File: config.mk
export PLATFORM = sky130hd
export DESIGN_NAME = mem_port_arbiter_flat
export DESIGN_NICKNAME = d
export VERILOG_FILES = /design/src/rtl/mem_arb_pkg.sv /design/src/rtl/mem_port_arbiter_if.sv /design/src/rtl/mem_arb_wait_counter.sv /design/src/rtl/mem_port_arbiter.sv /design/src/flat_wrapper.sv
export SDC_FILE = /design/constraint.sdc
export NUM_CORES = 1
export LEC_CHECK = 0
export CAP_MARGIN = 30
export CELL_PAD_IN_SITES_DETAIL_PLACEMENT = 2
export CELL_PAD_IN_SITES_GLOBAL_PLACEMENT = 2
export CORE_MARGIN = 5
export CORE_UTILIZATION = 23
export DETAILED_ROUTE_END_ITERATION = 8
export GPL_TIMING_DRIVEN = 1
export HOLD_SLACK_MARGIN = 0.12
export PLACE_DENSITY = 0.84
export SYNTH_ARGS = -nofsm -noshare
export SYNTH_HDL_FRONTEND = slang
export SYNTH_HIERARCHICAL = 1
export SYNTH_SLANG_ARGS = --single-unit
File: constraint.sdc
create_clock -name clock -period 2.9 [get_ports clock]
set_clock_uncertainty 0.05 [all_clocks]
set_input_delay 0.725 -clock clock [delete_from_list [all_inputs] [get_ports clock]]
set_output_delay 0.725 -clock clock [all_outputs]
set_load 0.01 [all_outputs]
File: src/rtl/mem_arb_pkg.sv
// ---------------------------------------------------------------------------
// mem_arb_pkg
// Shared definitions for the LEGv8 memory-port arbiter:
//   - arb_state_e      : arbiter state (IDLE, BUSY_IF, BUSY_D, DONE)
//   - OWN_IF / OWN_D   : encoding of the current access owner
//   - DEF_TIMEOUT_CYC  : default BUSY-cycle budget before an access is aborted
//   - DEF_STARVE_MAX   : default fetch losses before fetch is forced to win
//   - sat_inc32        : saturating increment used by the optional perf counters
// ---------------------------------------------------------------------------
package mem_arb_pkg;

  typedef enum logic [1:0] {
    IDLE    = 2'd0,
    BUSY_IF = 2'd1,
    BUSY_D  = 2'd2,
    DONE    = 2'd3
  } arb_state_e;

  localparam logic OWN_IF = 1'b0;
  localparam logic OWN_D  = 1'b1;

  localparam int DEF_TIMEOUT_CYC = 16;
  localparam int DEF_STARVE_MAX  = 3;

  // Increment that sticks at all-ones instead of wrapping to zero.
  function automatic logic [31:0] sat_inc32(input logic [31:0] value);
    if (value == 32'hFFFF_FFFF) begin
      return value;
    end else begin
      return value + 32'd1;
    end
  endfunction

endpackage

File: src/rtl/mem_port_arbiter_if.sv
// ---------------------------------------------------------------------------
// mem_port_arbiter_if
// Bundles the two requester handshakes (fetch, data) and the unified memory
// port of the arbiter.
//   slave  modport : the arbiter's view (requests + memory response in,
//                    completions + memory command out)
//   master modport : the environment's view (control unit + memory model)
// Parameters: ADDR_W (address width), DATA_W (data width).
// ---------------------------------------------------------------------------
interface mem_port_arbiter_if #(
  parameter int ADDR_W = 64,
  parameter int DATA_W = 64
);

  // fetch requester
  logic              if_req;
  logic [ADDR_W-1:0] if_addr;
  logic [31:0]       if_rdata;
  logic              if_done;

  // data requester
  logic              d_req;
  logic              d_we;
  logic [ADDR_W-1:0] d_addr;
  logic [DATA_W-1:0] d_wdata;
  logic [DATA_W-1:0] d_rdata;
  logic              d_done;

  // memory port
  logic              mem_en;
  logic              mem_we;
  logic [ADDR_W-1:0] mem_addr;
  logic [DATA_W-1:0] mem_wdata;
  logic [DATA_W-1:0] mem_rdata;
  logic              mem_ready;

  // status
  logic              timeout_err;

  modport slave (
    input  if_req, if_addr, d_req, d_we, d_addr, d_wdata, mem_rdata, mem_ready,
    output if_rdata, if_done, d_rdata, d_done,
    output mem_en, mem_we, mem_addr, mem_wdata, timeout_err
  );

  modport master (
    output if_req, if_addr, d_req, d_we, d_addr, d_wdata, mem_rdata, mem_ready,
    input  if_rdata, if_done, d_rdata, d_done,
    input  mem_en, mem_we, mem_addr, mem_wdata, timeout_err
  );

endinterface

File: src/rtl/mem_arb_wait_counter.sv
// ---------------------------------------------------------------------------
// mem_arb_wait_counter
// Counts BUSY cycles of the current access and flags the last allowed one.
// Ports:
//   clk, rst_n   : clock, asynchronous active-low reset
//   clr          : synchronous clear (held while no access is in flight)
//   en           : count enable (one per BUSY cycle)
//   timeout_hit  : high during the BUSY cycle whose count is TIMEOUT_CYC-1,
//                  i.e. the final cycle in which mem_ready is still accepted
// ---------------------------------------------------------------------------
module mem_arb_wait_counter
  import mem_arb_pkg::*;
#(
  parameter int TIMEOUT_CYC = DEF_TIMEOUT_CYC
) (
  input  logic clk,
  input  logic rst_n,
  input  logic clr,
  input  logic en,
  output logic timeout_hit
);

  localparam int              CNT_W   = $clog2(TIMEOUT_CYC) + 1;
  localparam logic [CNT_W-1:0] CNT_LAST = CNT_W'(TIMEOUT_CYC - 1);
  localparam logic [CNT_W-1:0] CNT_ONE  = {{(CNT_W-1){1'b0}}, 1'b1};

  logic [CNT_W-1:0] cnt_r;

  // Wait counter: cleared between accesses, stops at the last allowed value.
  always_ff @(posedge clk or negedge rst_n) begin
    if (!rst_n) begin
      cnt_r <= '0;
    end else if (clr) begin
      cnt_r <= '0;
    end else if (en && (cnt_r != CNT_LAST)) begin
      cnt_r <= cnt_r + CNT_ONE;
    end else begin
      cnt_r <= cnt_r;
    end
  end

  assign timeout_hit = en && (cnt_r == CNT_LAST);

endmodule

File: src/rtl/mem_port_arbiter.sv
// ---------------------------------------------------------------------------
// mem_port_arbiter
// Shares the single memory port of the multi-cycle LEGv8 core between the
// instruction-fetch path and the load/store path. Each access is latched at
// grant, held on the port until mem_ready (or a timeout), and completed with
// a one-cycle done pulse to its owner; every access ends with a DONE cycle
// followed by an IDLE cycle.
// Ports:
//   clock  : system clock, rising edge
//   reset  : asynchronous active-low reset
//   bus    : mem_port_arbiter_if.slave (requesters, memory port, timeout_err)
// Optional feature (macro MEM_PORT_ARBITER_PERF_EN): adds saturating
//   perf_if_grants, perf_d_grants and perf_wait_cycles outputs.
// ---------------------------------------------------------------------------
module mem_port_arbiter
  import mem_arb_pkg::*;
#(
  parameter int ADDR_W      = 64,
  parameter int DATA_W      = 64,
  parameter int STARVE_MAX  = DEF_STARVE_MAX,
  parameter int TIMEOUT_CYC = DEF_TIMEOUT_CYC
) (
  input  logic              clock,
  input  logic              reset,
  mem_port_arbiter_if.slave bus
`ifdef MEM_PORT_ARBITER_PERF_EN
  ,
  output logic [31:0]       perf_if_grants,
  output logic [31:0]       perf_d_grants,
  output logic [31:0]       perf_wait_cycles
`endif
);

  localparam int                STARVE_W   = $clog2(STARVE_MAX + 1);
  localparam logic [STARVE_W-1:0] STARVE_LIM = STARVE_W'(STARVE_MAX);
  localparam logic [STARVE_W-1:0] STARVE_ONE = {{(STARVE_W-1){1'b0}}, 1'b1};

  arb_state_e          state_r, state_s;
  logic                grant_if_s, grant_d_s, fetch_wins_s;
  logic                busy_s, finish_s, timeout_s, timeout_hit_s;

  logic [ADDR_W-1:0]   addr_r, addr_s;
  logic                we_r, we_s;
  logic [DATA_W-1:0]   wdata_r, wdata_s;
  logic                owner_r, owner_s;
  logic [STARVE_W-1:0] starve_cnt_r, starve_s;

  logic                mem_en_r, mem_en_s;
  logic                mem_we_r, mem_we_s;
  logic                if_done_r, if_done_s;
  logic                d_done_r, d_done_s;
  logic [31:0]         if_rdata_r, if_rdata_s;
  logic [DATA_W-1:0]   d_rdata_r, d_rdata_s;
  logic                timeout_err_r, timeout_err_s;

  assign busy_s = (state_r == BUSY_IF) || (state_r == BUSY_D);

  // Fetch beats data only once it has lost STARVE_MAX arbitrations in a row.
  assign fetch_wins_s = bus.if_req && (!bus.d_req || (starve_cnt_r == STARVE_LIM));

  // An access ends on mem_ready, or on its last allowed cycle without it.
  assign finish_s  = busy_s && (bus.mem_ready || timeout_hit_s);
  assign timeout_s = busy_s && !bus.mem_ready && timeout_hit_s;

  mem_arb_wait_counter #(
    .TIMEOUT_CYC (TIMEOUT_CYC)
  ) u_wait_counter (
    .clk         (clock),
    .rst_n       (reset),
    .clr         (!busy_s),
    .en          (busy_s),
    .timeout_hit (timeout_hit_s)
  );

  // State register.
  always_ff @(posedge clock or negedge reset) begin
    if (!reset) begin
      state_r <= IDLE;
    end else begin
      state_r <= state_s;
    end
  end

  // Next-state logic and grant decode.
  always_comb begin
    state_s    = state_r;
    grant_if_s = 1'b0;
    grant_d_s  = 1'b0;
    case (state_r)
      IDLE: begin
        if (fetch_wins_s) begin
          grant_if_s = 1'b1;
          state_s    = BUSY_IF;
        end else if (bus.d_req) begin
          grant_d_s  = 1'b1;
          state_s    = BUSY_D;
        end else begin
          state_s    = IDLE;
        end
      end
      BUSY_IF, BUSY_D: begin
        if (finish_s) begin
          state_s = DONE;
        end else begin
          state_s = state_r;
        end
      end
      DONE: begin
        state_s = IDLE;
      end
      default: begin
        state_s = IDLE;
      end
    endcase
  end

  // Output logic: next values of the latched command and the registered outputs.
  always_comb begin
    addr_s   = addr_r;
    we_s     = we_r;
    wdata_s  = wdata_r;
    owner_s  = owner_r;
    starve_s = starve_cnt_r;
    if (grant_if_s) begin
      addr_s   = bus.if_addr;
      we_s     = 1'b0;
      wdata_s  = '0;
      owner_s  = OWN_IF;
      starve_s = '0;
    end else if (grant_d_s) begin
      addr_s  = bus.d_addr;
      we_s    = bus.d_we;
      wdata_s = bus.d_wdata;
      owner_s = OWN_D;
      if (bus.if_req && (starve_cnt_r != STARVE_LIM)) begin
        starve_s = starve_cnt_r + STARVE_ONE;
      end else begin
        starve_s = starve_cnt_r;
      end
    end else begin
      starve_s = starve_cnt_r;
    end

    mem_en_s  = (state_s == BUSY_IF) || (state_s == BUSY_D);
    mem_we_s  = (state_s == BUSY_D) && we_s;
    if_done_s = finish_s && (owner_r == OWN_IF);
    d_done_s  = finish_s && (owner_r == OWN_D);

    // A timed-out access returns zero; stores never touch d_rdata.
    if_rdata_s = if_rdata_r;
    d_rdata_s  = d_rdata_r;
    if (if_done_s) begin
      if (timeout_s) begin
        if_rdata_s = 32'h0000_0000;
      end else begin
        if_rdata_s = bus.mem_rdata[31:0];
      end
    end else if (d_done_s && !we_r) begin
      if (timeout_s) begin
        d_rdata_s = '0;
      end else begin
        d_rdata_s = bus.mem_rdata;
      end
    end else begin
      d_rdata_s = d_rdata_r;
    end

    timeout_err_s = timeout_err_r || timeout_s;
  end

  // Command, arbitration and output registers.
  always_ff @(posedge clock or negedge reset) begin
    if (!reset) begin
      addr_r        <= '0;
      we_r          <= 1'b0;
      wdata_r       <= '0;
      owner_r       <= OWN_IF;
      starve_cnt_r  <= '0;
      mem_en_r      <= 1'b0;
      mem_we_r      <= 1'b0;
      if_done_r     <= 1'b0;
      d_done_r      <= 1'b0;
      if_rdata_r    <= 32'h0000_0000;
      d_rdata_r     <= '0;
      timeout_err_r <= 1'b0;
    end else begin
      addr_r        <= addr_s;
      we_r          <= we_s;
      wdata_r       <= wdata_s;
      owner_r       <= owner_s;
      starve_cnt_r  <= starve_s;
      mem_en_r      <= mem_en_s;
      mem_we_r      <= mem_we_s;
      if_done_r     <= if_done_s;
      d_done_r      <= d_done_s;
      if_rdata_r    <= if_rdata_s;
      d_rdata_r     <= d_rdata_s;
      timeout_err_r <= timeout_err_s;
    end
  end

  assign bus.mem_en      = mem_en_r;
  assign bus.mem_we      = mem_we_r;
  assign bus.mem_addr    = addr_r;
  assign bus.mem_wdata   = wdata_r;
  assign bus.if_done     = if_done_r;
  assign bus.if_rdata    = if_rdata_r;
  assign bus.d_done      = d_done_r;
  assign bus.d_rdata     = d_rdata_r;
  assign bus.timeout_err = timeout_err_r;

`ifdef MEM_PORT_ARBITER_PERF_EN
  logic [31:0] perf_if_r, perf_d_r, perf_wait_r;

  // Saturating grant and stall counters.
  always_ff @(posedge clock or negedge reset) begin
    if (!reset) begin
      perf_if_r   <= 32'd0;
      perf_d_r    <= 32'd0;
      perf_wait_r <= 32'd0;
    end else begin
      if (grant_if_s) begin
        perf_if_r <= sat_inc32(perf_if_r);
      end else begin
        perf_if_r <= perf_if_r;
      end
      if (grant_d_s) begin
        perf_d_r <= sat_inc32(perf_d_r);
      end else begin
        perf_d_r <= perf_d_r;
      end
      if (busy_s && !bus.mem_ready) begin
        perf_wait_r <= sat_inc32(perf_wait_r);
      end else begin
        perf_wait_r <= perf_wait_r;
      end
    end
  end

  assign perf_if_grants   = perf_if_r;
  assign perf_d_grants    = perf_d_r;
  assign perf_wait_cycles = perf_wait_r;
`endif

endmodule

File: src/flat_wrapper.sv
// flat-port wrapper written by rule: the top's interface ports become plain ports
module mem_port_arbiter_flat import mem_arb_pkg::*;
#(
  parameter int ADDR_W      = 64,
  parameter int DATA_W      = 64,
  parameter int STARVE_MAX  = DEF_STARVE_MAX,
  parameter int TIMEOUT_CYC = DEF_TIMEOUT_CYC
)
  (clock, reset, bus_if_req, bus_if_addr, bus_d_req, bus_d_we, bus_d_addr, bus_d_wdata, bus_mem_rdata, bus_mem_ready, bus_if_rdata, bus_if_done, bus_d_rdata, bus_d_done, bus_mem_en, bus_mem_we, bus_mem_addr, bus_mem_wdata, bus_timeout_err);
  mem_port_arbiter_if #(.ADDR_W(ADDR_W), .DATA_W(DATA_W)) bus_i ();
  input  logic clock;
  input  logic reset;
  input wire logic [$bits(bus_i.if_req)-1:0] bus_if_req;
  input wire logic [$bits(bus_i.if_addr)-1:0] bus_if_addr;
  input wire logic [$bits(bus_i.d_req)-1:0] bus_d_req;
  input wire logic [$bits(bus_i.d_we)-1:0] bus_d_we;
  input wire logic [$bits(bus_i.d_addr)-1:0] bus_d_addr;
  input wire logic [$bits(bus_i.d_wdata)-1:0] bus_d_wdata;
  input wire logic [$bits(bus_i.mem_rdata)-1:0] bus_mem_rdata;
  input wire logic [$bits(bus_i.mem_ready)-1:0] bus_mem_ready;
  output wire logic [$bits(bus_i.if_rdata)-1:0] bus_if_rdata;
  output wire logic [$bits(bus_i.if_done)-1:0] bus_if_done;
  output wire logic [$bits(bus_i.d_rdata)-1:0] bus_d_rdata;
  output wire logic [$bits(bus_i.d_done)-1:0] bus_d_done;
  output wire logic [$bits(bus_i.mem_en)-1:0] bus_mem_en;
  output wire logic [$bits(bus_i.mem_we)-1:0] bus_mem_we;
  output wire logic [$bits(bus_i.mem_addr)-1:0] bus_mem_addr;
  output wire logic [$bits(bus_i.mem_wdata)-1:0] bus_mem_wdata;
  output wire logic [$bits(bus_i.timeout_err)-1:0] bus_timeout_err;
  assign bus_i.if_req = bus_if_req;
  assign bus_i.if_addr = bus_if_addr;
  assign bus_i.d_req = bus_d_req;
  assign bus_i.d_we = bus_d_we;
  assign bus_i.d_addr = bus_d_addr;
  assign bus_i.d_wdata = bus_d_wdata;
  assign bus_i.mem_rdata = bus_mem_rdata;
  assign bus_i.mem_ready = bus_mem_ready;
  assign bus_if_rdata = bus_i.if_rdata;
  assign bus_if_done = bus_i.if_done;
  assign bus_d_rdata = bus_i.d_rdata;
  assign bus_d_done = bus_i.d_done;
  assign bus_mem_en = bus_i.mem_en;
  assign bus_mem_we = bus_i.mem_we;
  assign bus_mem_addr = bus_i.mem_addr;
  assign bus_mem_wdata = bus_i.mem_wdata;
  assign bus_timeout_err = bus_i.timeout_err;
  mem_port_arbiter #(.ADDR_W(ADDR_W), .DATA_W(DATA_W), .STARVE_MAX(STARVE_MAX), .TIMEOUT_CYC(TIMEOUT_CYC)) u_core (.clock(clock), .reset(reset), .bus(bus_i));
endmodule
==> impl_metrics.env <==
export IMPL_r2r_end="u_core/bus.d_rdata[61]"
export IMPL_placedCellCount=1913
export IMPL_initialDrtViolationCount=339
export IMPL_via_per_inst=4.67
export IMPL_seqPwrFrac_pct=32.2
export IMPL_avgSynthCellArea_um2=11.7
export IMPL_holdPathEnd="u_core/bus.mem_wdata[34]"
export IMPL_status="finished clean"
export IMPL_ys_top_cells_by_area="dfrtp_1, mux2i_1, o221a_1"
export IMPL_dieWidth_um=221
export IMPL_fin_setup_tns_ps=0
export IMPL_instances_no_fill=1971
export IMPL_maxCapViolations=0
export IMPL_numCtsBuffers=29
export IMPL_yosysUniqueCellTypes=38
export IMPL_comb_power_share_pct=47.7
export IMPL_utilization_pct=38.4
export IMPL_io_buffers=490
export IMPL_num_rows=77
export IMPL_cts_clk_slew_worst_paths_ps=60
export IMPL_slowest_stage="dfrtp_1"
export IMPL_power_frac_clock_pct=20.1
export IMPL_ctsHoldBuffers=1
export IMPL_internal_power_mw=12.0
export IMPL_cts_max_path_buffers=3
export IMPL_start_util_pct=23.2
export IMPL_hold_depth=1
export IMPL_cts_max_level=1
export IMPL_p_switching_mw=6.64
export IMPL_dp_hpwl_um=33500
export IMPL_syn_area_mm2=0.0103
export IMPL_synth_most_common_cell="dfrtp_1"
export IMPL_root_buffer="clkbuf_16"
export IMPL_rrSetupSlack_ps=460
export IMPL_ys_ff_latch=240
export IMPL_synth_area_leader_cell="dfrtp_1"
export IMPL_vias=9201
export IMPL_die_y_um=221
export IMPL_min_path_type="reg2reg"
export IMPL_fin_crit_ps=2440
export IMPL_hold_viol=0
export IMPL_routed_wl_um=46600
export IMPL_finalCritPeriodShare_pct=84.1
export IMPL_p_total_mw=18.6
export IMPL_ios=491
export IMPL_cts_sinks=240
export IMPL_finish_net_count=1621
export IMPL_antenna_found_initial=6
export IMPL_drive_gt1_share_pct=8.30
export IMPL_first_global_vias=10900
export IMPL_dieArea_mm2=0.0490
export IMPL_dr_wl_met2_um=23800
export IMPL_yosysSeqAreaShare_pct=58.4
export IMPL_cts_resized=0
export IMPL_grt_start_max_net_pins=129
export IMPL_drt_met1_wl_um=17600
export IMPL_synth_edf_count=0
export IMPL_ir_drop_uv=528
export IMPL_slew_viol_final=0
export IMPL_fmax_mhz=410
export IMPL_wl_per_cell_um=23.7
export IMPL_cp_top_family="simple AND/OR/NAND/NOR gates"
export IMPL_grt_pass1_wl_um=70600
export IMPL_synth_nets=1144
export IMPL_detail_route_antenna_nets=0
export IMPL_cts_tree="yes"
export IMPL_powerDensity_mw_per_mm2=1100
export IMPL_core_area_mm2=0.0442
export IMPL_clock_latency_ps=570
export IMPL_worst_pin_slew_ps=683
export IMPL_gp_congestion=0.824
export IMPL_dr_pass1_iters=4
export IMPL_gr_usage_all_layers_pct=18.2
export IMPL_crit_type="reg2reg"
export IMPL_swShare_pct=35.6
export IMPL_critPathMaxFanout=23
export IMPL_max_slew_margin_pct=54.5
export IMPL_dp_slack_ps=236
export IMPL_synthCells=876
export IMPL_r2r_start="u_core/u_wait_counter/cnt_r[0]"
export IMPL_required_ps=3300
export IMPL_max_stage_delay_ps=410
export IMPL_drc=0
export IMPL_n_fill_cell=4554
export IMPL_ys_async_sr_fraction_pct=100
export IMPL_top_layer="met5"
export IMPL_yosys_area_top_type_share_pct=58.4
export IMPL_cts_setup_buffers=0
export IMPL_path_cells="ha_1 -> and3_1 -> ha_1 -> and2_1 -> o21ai_2 -> nor3_2 -> buf_12 -> buf_12 -> mux2i_1"
export IMPL_critPathCaptureType="register"
export IMPL_area_growth_pct=65.0
export IMPL_rsz0062_at_grt="false"
export IMPL_finalSetupViolations=0
export IMPL_fin_ws_ps=460
export IMPL_synth_common_cells="dfrtp_1, inv_1, nand2b_1"
export IMPL_overflow=0
export IMPL_cp_arrival_ps=2840
export IMPL_ff2ff_path_depth=9
export IMPL_ys_warnings_count=6
export IMPL_dr_wl_met3_um=3580
export IMPL_critPathBufInv=2
export IMPL_hold_start="u_core/bus.mem_wdata[34]"
export IMPL_power_leakage_nw=7.38
export IMPL_synth_ff_type="dfrtp_1"
export IMPL_cp_start_kind="register"
==> routing by layer <==
| layer | vias to the layer above | global-route usage [%] |
|---|---|---|
| met1 | 4712 | 20.1 |
| li1 | 4049 | - |
| met3 | 85 | 6.03 |
| met2 | 353 | 32.8 |
| met4 | 2 | 6.36 |
| met5 | - | 0 |
==> worst register-to-register path, cell delays in order, from the launching register on <==
cell     delay, ps
dfrtp_1        410
ha_1           180
and3_1         150
ha_1           210
and2_1         260
o21ai_2        120
nor3_2         190
buf_12         240
buf_12         260
mux2i_1        270
==> area by class of cell <==
cell class,count,area [um^2],area share (%)
multi-input cells,494,3690,21.8
diodes,5,12.5,0.0737
repair buffers,518,5270,31.1
well taps,592,741,4.37
clock buffers,46,920,5.42
flip-flops and latches,240,6010,35.4
inverters,70,263,1.55
clock inverters,6,58.8,0.347
==> flip-flops by register name, indices dropped and copies added, names as in the netlist <==
register,cells
u_core/bus.d_done,1
u_core/bus.d_rdata,64
u_core/bus.if_done,1
u_core/bus.if_rdata,32
u_core/bus.mem_addr,64
u_core/bus.mem_en,1
u_core/bus.mem_wdata,64
u_core/bus.mem_we,1
u_core/bus.timeout_err,1
u_core/owner_r,1
u_core/starve_cnt_r,2
u_core/state_r,2
u_core/u_wait_counter/cnt_r,5
u_core/we_r,1
==> cell families (layout without fill, tap and decap cells) <==
family | Yosys count | in the layout | synth area share, %
flops | 240 | 240 | 58.4
simple gates | 216 | 216 | 11.5
other cells | 0 | 5 | 0
fa+ha+maj | 6 | 6 | 0.730
buf+inv | 142 | 640 | 6.10
mux | 68 | 68 | 6.71
xor+xnor | 2 | 2 | 0.170
compound gates | 202 | 202 | 16.4
==> cells in the final DEF, fill, tap and decap left out, types with 7 or more instances in the layout <==
cell	netlist	final
o221a_2	8	8
nand2b_1	67	67
buf_4	1	15
nand2_1	66	65
inv_1	70	70
buf_12	0	12
dfrtp_1	240	240
mux2i_1	64	64
a31o_1	47	47
clkbuf_16	0	29
clkdlybuf4s50_1	0	489
and3_1	65	65
o221a_1	56	56
a31o_2	17	17
clkbuf_8	0	13
o21ai_0	64	64
nor2_1	7	7
==> power by group through the flow <==
stage	Sequential, mW	Clock (mW)	Combinational, mW
finish	6.00	3.75	8.90
global route	6.21	4.01	9.51
CTS	6.03	3.87	9.05
detailed placement	6.01	0	8.93
global placement	5.86	0	8.57
floorplan	6.55	0	3.07
==> worst max path at each step <==
stage | from | to | slack [ps] | cells after the start
2_1_floorplan | u_core/u_wait_counter/cnt_r[0] | u_core/bus.if_rdata[10] | 830 | 8
4_1_cts | u_core/u_wait_counter/cnt_r[0] | u_core/bus.d_rdata[61] | 410 | 9
3_3_place_gp | bus_d_req | u_core/bus.mem_addr[12] | 300 | 5
3_5_place_dp | bus_d_req | u_core/bus.mem_addr[0] | 240 | 5
5_1_grt | u_core/u_wait_counter/cnt_r[0] | u_core/bus.d_rdata[8] | 240 | 9
6_report | u_core/u_wait_counter/cnt_r[0] | u_core/bus.d_rdata[61] | 460 | 9
==> through the flow <==
step | cell area [um^2] | hold WS (ps)
2_1_floorplan | 10300 | 379
3_3_place_gp | 16000 | 398
3_5_place_dp | 16000 | 438
4_1_cts | 17000 | 455
5_1_grt | 17000 | 464
6_report | 17000 | 452
No activity file was read; power rests on OpenSTA's default activity.
